## config.mk

```make
export PLATFORM = sky130hd
export DESIGN_NAME = param_grf_sb
export DESIGN_NICKNAME = d
export VERILOG_FILES = /design/src/rtl/grf_pkg.sv /design/src/rtl/grf_pend_ctr.sv /design/src/rtl/param_grf_sb.sv
export SDC_FILE = /design/constraint.sdc
export NUM_CORES = 2
export LEC_CHECK = 0
export ABC_CLOCK_PERIOD_IN_PS = 3130
export CORE_UTILIZATION = 45
export CTS_BUF_LIST = sky130_fd_sc_hd__clkbuf_8 sky130_fd_sc_hd__clkbuf_16
export CTS_CLUSTER_SIZE = 24
export DETAILED_ROUTE_END_ITERATION = 16
export MAX_ROUTING_LAYER = met4
export PLACE_DENSITY = 0.66
export SLEW_MARGIN = 20
export SYNTH_ARGS = -nofsm -noshare
export SYNTH_HDL_FRONTEND = slang
export SYNTH_SLANG_ARGS = --single-unit
```

## constraint.sdc

```tcl
create_clock -name clk -period 3.13 [get_ports clk]
set_input_delay 0.313 -clock clk [delete_from_list [all_inputs] [get_ports clk]]
set_output_delay 0.313 -clock clk [all_outputs]
set_load 0.005 [all_outputs]
```

## src/rtl/grf_pkg.sv

```systemverilog
// Shared constants for the parametrised general register file.
//   - default geometry (data width, address width, read ports, pending width)
//   - index of the hard-wired zero register
//   - writeback trace format, used only when GRF_TRACE_EN is defined
//   - pend_max(): largest value a PEND_W-bit pending counter can hold
package grf_pkg;

  localparam int GRF_DATA_W   = 32;
  localparam int GRF_ADDR_W   = 5;
  localparam int GRF_NUM_RD   = 2;
  localparam int GRF_PEND_W   = 2;
  localparam int GRF_ZERO_REG = 0;

  localparam string GRF_TRACE_FMT = "@%h: $%d <= %h";

  function automatic int pend_max(input int pend_w);
    return (1 << pend_w) - 1;
  endfunction

endpackage

```

## src/rtl/grf_pend_ctr.sv

```systemverilog
// Pending-write counter for one architectural register.
// Counts issued-but-not-written-back writes to the register.
// Ports:
//   clk, reset  rising-edge clock, synchronous active-high reset
//   inc_i       an instruction targeting this register was issued
//   dec_i       writeback to this register (caller gates with !zero_o)
//   cnt_o       current in-flight count
//   full_o      counter at its maximum; caller must refuse further issues
//   zero_o      no writes in flight
module grf_pend_ctr
  import grf_pkg::*;
#(
  parameter int PEND_W = GRF_PEND_W
) (
  input  logic              clk,
  input  logic              reset,
  input  logic              inc_i,
  input  logic              dec_i,
  output logic [PEND_W-1:0] cnt_o,
  output logic              full_o,
  output logic              zero_o
);

  localparam logic [PEND_W-1:0] CNT_MAX = PEND_W'(pend_max(PEND_W));

  logic [PEND_W-1:0] cnt_q, cnt_d;

  // Saturation guards are defensive: the callers already gate inc with
  // !full and dec with !zero, so wrap-around can never be requested.
  always_comb begin
    cnt_d = cnt_q;
    if (inc_i && !dec_i && cnt_q != CNT_MAX) begin
      cnt_d = cnt_q + PEND_W'(1);
    end else if (dec_i && !inc_i && cnt_q != '0) begin
      cnt_d = cnt_q - PEND_W'(1);
    end
  end

  always_ff @(posedge clk) begin
    if (reset) cnt_q <= '0;
    else       cnt_q <= cnt_d;
  end

  assign cnt_o  = cnt_q;
  assign full_o = (cnt_q == CNT_MAX);
  assign zero_o = (cnt_q == '0);

endmodule

```

## src/rtl/param_grf_sb.sv

```systemverilog
// Parametrised general register file with write-through bypass and a
// per-register pending-write scoreboard, for the decode stage.
// Optional build macro: GRF_TRACE_EN prints every accepted writeback.
// Ports:
//   clk, reset           rising-edge clock, synchronous active-high reset
//   we, wa, wd           writeback port
//   wpc                  PC of the writing instruction (trace only)
//   ra / rd              NUM_RD packed read addresses / read data
//   rd_busy              per read port: operand still has writes in flight
//   iss_valid, iss_addr  issue port marking a destination as in flight
//   iss_full             issue refused, pending counter of iss_addr saturated
//   sb_err               sticky: writeback to a register with nothing pending
module param_grf_sb
  import grf_pkg::*;
#(
  parameter int DATA_W = GRF_DATA_W,
  parameter int ADDR_W = GRF_ADDR_W,
  parameter int NUM_RD = GRF_NUM_RD,
  parameter int PEND_W = GRF_PEND_W
) (
  input  logic                     clk,
  input  logic                     reset,
  input  logic                     we,
  input  logic [ADDR_W-1:0]        wa,
  input  logic [DATA_W-1:0]        wd,
  input  logic [31:0]              wpc,
  input  logic [NUM_RD*ADDR_W-1:0] ra,
  output logic [NUM_RD*DATA_W-1:0] rd,
  output logic [NUM_RD-1:0]        rd_busy,
  input  logic                     iss_valid,
  input  logic [ADDR_W-1:0]        iss_addr,
  output logic                     iss_full,
  output logic                     sb_err
);

  localparam int                DEPTH  = 2 ** ADDR_W;
  localparam logic [ADDR_W-1:0] ZERO_A = ADDR_W'(GRF_ZERO_REG);

  logic [DATA_W-1:0] regs_q [DEPTH];
  logic [PEND_W-1:0] cnt    [DEPTH];
  logic              full_v [DEPTH];
  logic              zero_v [DEPTH];
  logic              sb_err_q, sb_err_d;
  logic              wr_live;

  assign wr_live = we && (wa != ZERO_A);

  // Register 0 has no counter: it is never busy and never full.
  assign cnt[0]    = '0;
  assign full_v[0] = 1'b0;
  assign zero_v[0] = 1'b1;

  // A writeback to the same register frees a slot in the same cycle, so a
  // saturated counter still accepts the issue (net count unchanged).
  assign iss_full = iss_valid && (iss_addr != ZERO_A) && full_v[iss_addr]
                    && !(we && wa == iss_addr);

  for (genvar r = 1; r < DEPTH; r++) begin : g_ctr
    logic inc, dec;
    assign inc = iss_valid && (iss_addr == ADDR_W'(r)) && !iss_full;
    assign dec = we && (wa == ADDR_W'(r)) && !zero_v[r];

    grf_pend_ctr #(.PEND_W(PEND_W)) u_ctr (
      .clk    (clk),
      .reset  (reset),
      .inc_i  (inc),
      .dec_i  (dec),
      .cnt_o  (cnt[r]),
      .full_o (full_v[r]),
      .zero_o (zero_v[r])
    );
  end

  always_ff @(posedge clk) begin
    if (reset) begin
      for (int i = 0; i < DEPTH; i++) regs_q[i] <= '0;
    end else if (wr_live) begin
      regs_q[wa] <= wd;
    end
  end

  assign sb_err_d = sb_err_q || (wr_live && zero_v[wa]);

  always_ff @(posedge clk) begin
    if (reset) sb_err_q <= 1'b0;
    else       sb_err_q <= sb_err_d;
  end

  assign sb_err = sb_err_q;

  for (genvar p = 0; p < NUM_RD; p++) begin : g_rd
    logic [ADDR_W-1:0] ra_p;
    logic              hit;
    logic              credit;
    logic [PEND_W-1:0] left;

    assign ra_p   = ra[p*ADDR_W +: ADDR_W];
    assign hit    = we && (wa == ra_p);
    // The writeback retiring one pending write counts immediately, so an
    // operand whose last outstanding write is landing now is not busy.
    assign credit = hit && !zero_v[ra_p];
    assign left   = cnt[ra_p] - PEND_W'(credit);

    assign rd[p*DATA_W +: DATA_W] = (ra_p == ZERO_A) ? '0 :
                                    hit              ? wd : regs_q[ra_p];
    assign rd_busy[p] = (ra_p != ZERO_A) && (left != '0);
  end

`ifdef GRF_TRACE_EN
  always_ff @(posedge clk) begin
    if (!reset && wr_live) begin
      $display("%s", $sformatf(GRF_TRACE_FMT, wpc, wa, wd));
    end
  end
`else
  logic unused_wpc;
  assign unused_wpc = ^wpc;
`endif

endmodule

```

## Word-level counts from Yosys, hierarchy flattened

Memory sizes are Yosys's and may differ from the RTL's.
Index checks and enable logic that the tools add are counted.

| word-level totals | value |
|---|---|
| bits in registers | 63 |
| bits in writable memories | 1,024 |
| output and inout bits | 68 |
| logic and storage cells | 784 |
| memories kept | 1 |

| cells by class | value |
|---|---|
| $add $sub $neg | 64 |
| magnitude comparators | 4 |
| equal/unequal tests | 127 |
| mux-type cells | 92 |
| bitwise gates (word level) | 4 |
| reduce and logical (&&, ||, !) cells | 460 |

Memories:

| name | words | bits a word | read ports | clocked after memory_dff | write ports | line | source |
|---|---|---|---|---|---|---|---|
| regs_q | 32 | 32 | 2 | 0 | 32 | param_grf_sb.sv:39 | `logic [DATA_W-1:0] regs_q [DEPTH];` |

Operators with widths:

| kind | count |
|---|---|
| 1-bit logical AND | 260 |
| 5-bit equality test, second input constant | 32 |
| 32-bit two-way mux | 5 |
| 2-bit two-way mux | 66 |
| 2-bit nonzero test | 64 |
| 1-bit zero test | 97 |
| 5-bit by 4-bit equality test with 1-bit output, second input constant | 16 |
| 2-bit by 1-bit adder with 2-bit output, second input constant | 31 |
| 2-bit equality test, second input constant | 31 |
| 2-bit zero test | 31 |
| 2-bit != test, second input constant | 31 |
| 2-bit by 1-bit subtractor with 2-bit output, second input constant | 31 |
| 5-bit by 3-bit equality test with 1-bit output, second input constant | 8 |
| 32-bit OR reduction | 1 |
| 6-bit greater-or-equal comparator, second input constant | 4 |
| 5-bit NOT with 6-bit output | 4 |
| 1-bit binary-select mux with 5-bit select | 4 |
| 2-bit binary-select mux with 5-bit select | 2 |
| 5-bit by 2-bit equality test with 1-bit output, second input constant | 4 |
| 5-bit nonzero test | 4 |
| 5-bit equality test | 3 |
| 1-bit two-way mux | 14 |
| 5-bit by 1-bit equality test with 1-bit output, second input constant | 2 |
| 5-bit zero test | 2 |
| other kinds (3) | 4 |

## Logic depth before layout (Yosys ltp)

| logic depth | value |
|---|---|
| depth after elaboration | 13 |
| depth in mapped cells | 12 |
| mapped depth without buffers | 7 |

## Hierarchy

A second synthesis with hierarchy kept.

| unflattened totals | value |
|---|---|
| cell total of the unflattened synthesis | 4,108 |
| area total of the unflattened synthesis | 61,431.4 um^2 |

By module, submodules not included:

| module | instances | cells an instance | area an instance (um^2) | seq. area each (um^2) |
|---|---|---|---|---|
| param_grf_sb | 1 | 3,674 | 57,669.1 | 30,769.5 |
| grf_pend_ctr | 31 | 14 | 121.4 | 40.0 |

## Worst setup path before layout

No wires, ideal clock.

| path | value |
|---|---|
| path type | input port to output port |
| from | input ra[5] |
| to | output rd[32] |
| arrival time | 2.458 ns |
| required time | 2.817 ns |
| setup slack | 0.359 ns |
| stages on the path | 10 |
| buffers on the path | 4 |
| cells stage by stage | buf_2 buf_4 buf_4 buf_2 mux4_2 mux4_2 mux2i_1 nor2_1 a21oi_1 nor2_1 |

| between the ends | value |
|---|---|
| cells in the longest elaborated chain, start to end | 4 |

Ends and longest elaborated chain:

| what | line | source |
|---|---|---|
| start: declaration | param_grf_sb.sv:27 | `input logic [NUM_RD*ADDR_W-1:0] ra,` |
| branches (longest 3 deep; another with memory 32 x 32 bit) | n/a |  |
| 32-bit two-way mux * | param_grf_sb.sv:104 | `assign rd[p*DATA_W +: DATA_W] = (ra_p == ZERO_A) ? '0 :` |
| end: declaration | param_grf_sb.sv:28 | `output logic [NUM_RD*DATA_W-1:0] rd,` |

Every way passes the cells marked *.

==> results.cfg <==
[placement]
port_buffers = 123
placed_cells_incl_taps = 6423
detailedPlacementHpwl_um = 139000
dpl_worst_slack_ns = -0.438
routabilityCongestion = 0.966

[route]
initialDrtViolationCount = 6615
drt-pass1-iter-count = 6
detail_route.vias_per_cell = 6.59
post_dr_wirelength_cell_um = 33.2
drc = 0
drt-total-wl_um = 221000
ant_nets = 0
vias = 44000

[synthesis]
synth.distinct_cells = 70
synth_enable_flop_cells = 1024
post_synth_instance_area_um2 = 61500
synth-warning-count = 0
ys_seq_elements = 1087
synth_flop_cell = sky130_fd_sc_hd__edfxtp_1
synth_async_sr_flop_share = 0
yosysSeqAreaShare = 0.521
synth_cells = 4460
postSynthAreaPerCell_um2 = 13.8

[timing]
hold_viol = 0
min_period_ns = 3.27
timing.final.crit_share = 1.05
finalSetupViolCount = 10
timing.final.max_slew_violations = 0
setup_repair_after_global_routing_missed_its_margin = true
max_clock_freq_ghz = 0.305
setup_ws_ns = -0.144
worst_slew_pin_slew_ns = 0.853
maxSlewHeadroom = 0.431
skew_ns = 0.0177
totalNegativeSetupSlack_ns = -0.681

[grt]
groute.layer.met3.usage = 0.0778
track_usage = 0.329
antenna_found_initial = 21
grt_pass1_wl_um = 311000
grt_pass1_vias = 42200
grt_overflow = 0
met1_routing_resource_usage_after_global_routing = 0.425
maximum_number_of_pins_on_one_net_before_global_route_repair = 58
gr-usage-met2 = 0.488
most_heavily_used_metal_layer_in_global_routing = met2

[critical_path]
path_common_cell = sky130_fd_sc_hd__mux4_2
crit_path_max_incr_delay_ns = 0.50
crit_path_top_delay_cell = sky130_fd_sc_hd__mux4_2
setup.worst_path.end_class = primary output
path_class = flip-flop to primary output
required_ns = 2.82
worst_ep_arrival_time_ns = 2.96
worst_setup_path_start_kind = flip-flop
rr_worst_depth = 8
worstPathCellList = mux4_2 -> mux4_2 -> mux2i_4 -> nor2_2 -> a21oi_2 -> nor2_1 -> dlygate4sd2_1
timing.critical_path.fanout_max = 2

[pwr]
p_comb_frac = 0.150
power.density_cell_area_nw_per_um2 = 495
p_leak_uw = 0.0258
clock_network_fraction_of_design_power = 0.381
netSwitchingPower_uw = 9180
peakVddDrop_mv = 0.535
netSwitchingFraction = 0.253
share_seq_of_total_power = 0.469
cell_internal_pwr_uw = 27100

[finish]
final-seq-area_um2 = 32100
drive_gt1_frac = 0.320
layout.filler_cells = 10900
post-route-util = 0.542
multi_input_area_um2 = 28500
finalNetCount = 4868
layoutNonFillerInstCount = 6670
mostFrequentLayoutCells = sky130_fd_sc_hd__edfxtp_1, sky130_fd_sc_hd__and2_1, sky130_fd_sc_hd__mux4_2
mostFrequentLayoutCell = sky130_fd_sc_hd__edfxtp_1
flow.area_growth_from_synthesis_pct = 19.3

[die]
rows = 135
dieWidth_um = 372
dieArea_um2 = 138000
design.portCount = 156
start_util = 0.454
fp.coreArea_um2 = 135000
floorplan.die.height_um = 372

[worst_hold_path]
worst_hold_path.num_cells = 2
hp-class = primary input to flip-flop

[clock_network]
clock_sinks = 1087
clock_latency_ns = 0.74
tritoncts_clock_tree = built
clock_tree.htree_level_count = 3
numCtsBuffers = 114
clk_path_buf_depth = 3
clk_pin_slew_worst_paths_ns = 0.06
clockRootBuffer = sky130_fd_sc_hd__clkbuf_16

[outcome]
violations = negative setup slack
status = finished with violations

[job]
maxCapViolCount = 0
## layout make-up
| class | instances | area share |
|---|---|---|
| clock buffer | 124 | 0.0414 |
| antenna | 12 | 0.000409 |
| multi-input combinational | 2929 | 0.388 |
| tap | 1781 | 0.0304 |
| sequential | 1087 | 0.437 |
| inverter | 17 | 0.000870 |
| timing repair buffer | 631 | 0.0921 |
| clock inverter | 89 | 0.0101 |
## power by group through the flow
stage	registers (uW)	logic, uW	clock network (uW)
2_1_floorplan	17200	2850	0
3_3_place_gp	17300	5220	0
3_5_place_dp	17300	5240	0
4_1_cts	17000	5310	13900
5_1_grt	17100	5620	14400
6_report	17000	5440	13800
## cells in the mapped netlist, drive strengths merged, types with 3 or more instances
library cell  instances  area [um^2]
mux2                 76          856
and3                  6         37.5
a21o                 10         76.3
a2111oi              16          163
a221oi               16          146
nor3                 51          260
o221ai               17          149
nor4                 15          106
inv                  17         63.8
a21oi               139          699
nor3b                 5         37.5
buf                 136          688
mux4                554        12500
dfxtp                63         1260
a22oi                29          231
xor2                 12          105
o211a                 4         40.0
o211ai                4         30.0
nand3                51          255
o21ai                95          475
and2                995         6220
or3                   4         25.0
nand2b               13         81.3
nand2               143          537
or4                  12         90.1
o22ai                29          181
xnor2                 3         26.3
nor2                188          706
a21boi               22          165
a211oi               72          556
clkbuf              322         1210
mux2i               178         1780
o31ai                13         97.6
edfxtp             1024        30700
a31oi                13         96.3
or2                  43          269
nand4                 6         37.5
nor2b                31          194
a211o                16          140
## kinds of logic (layout without fill, tap and decap cells)
logic type,after synthesis,after routing,synth area share
other,1,44,0.0000610
flip-flops,1087,1087,0.521
XOR/XNOR,15,15,0.00214
AO/OA/AOI/OAI,506,506,0.0547
multiplexers,808,808,0.246
buffers and inverters,475,861,0.0319
AND/OR/NAND/NOR,1568,1568,0.145
## metrics by stage
| step | area [um^2] | total power (uW) | hold slack [ns] |
|---|---|---|---|
| global placement | 68800 | 22500 | 0.518 |
| detailed placement | 68800 | 22600 | 0.528 |
| floorplan | 61600 | 20000 | 0.464 |
| CTS | 73100 | 36200 | 0.281 |
| global route | 73300 | 37100 | 0.348 |
| finish | 73400 | 36300 | 0.313 |
## metal layers
layer	share of wire	routed length [um]
met1	0.36	80000
met2	0.45	98900
met3	0.13	29300
met4	0.059	13100
met5	0	0
## sequential cells by signal (all words and copies together) (netlist names)
signal and count:
g_ctr.u_ctr.cnt_o 62, regs_q 1024, sb_err 1
## worst max-delay path: cells and delay by family (launching register included)
kind,cells,cell delay (ns)
buf+inv,1,0.28
compound gates,1,0.15
simple gates,2,0.16
mux,3,1.19
flops,1,0.41
## final timing paths
| check | startpoint | end | slack, ns |
|---|---|---|---|
| worst min-delay path | wd[13] | regs_q[30][13] | 0.31 |
| worst max register to register | g_ctr[2].u_ctr.cnt_o[1] | g_ctr[5].u_ctr.cnt_o[0] | 0.55 |
| worst max-delay path | regs_q[2][0] | rd[32] | -0.14 |
| worst min register to register | g_ctr[9].u_ctr.cnt_o[1] | g_ctr[9].u_ctr.cnt_o[0] | 0.51 |
## timing repair
| action | in CTS | in global routing |
|---|---|---|
| buffers inserted | 25 | 5 |
| pin swaps | 34 | 33 |
| cloned | 1 | 2 |
| endpoints found under the setup margin | 67 | 40 |
| hold buffers | 1 | 0 |
| resized for setup | 237 | 76 |
| endpoints found under the hold margin | 19 | 0 |
Power figures use the tool's default switching activity.
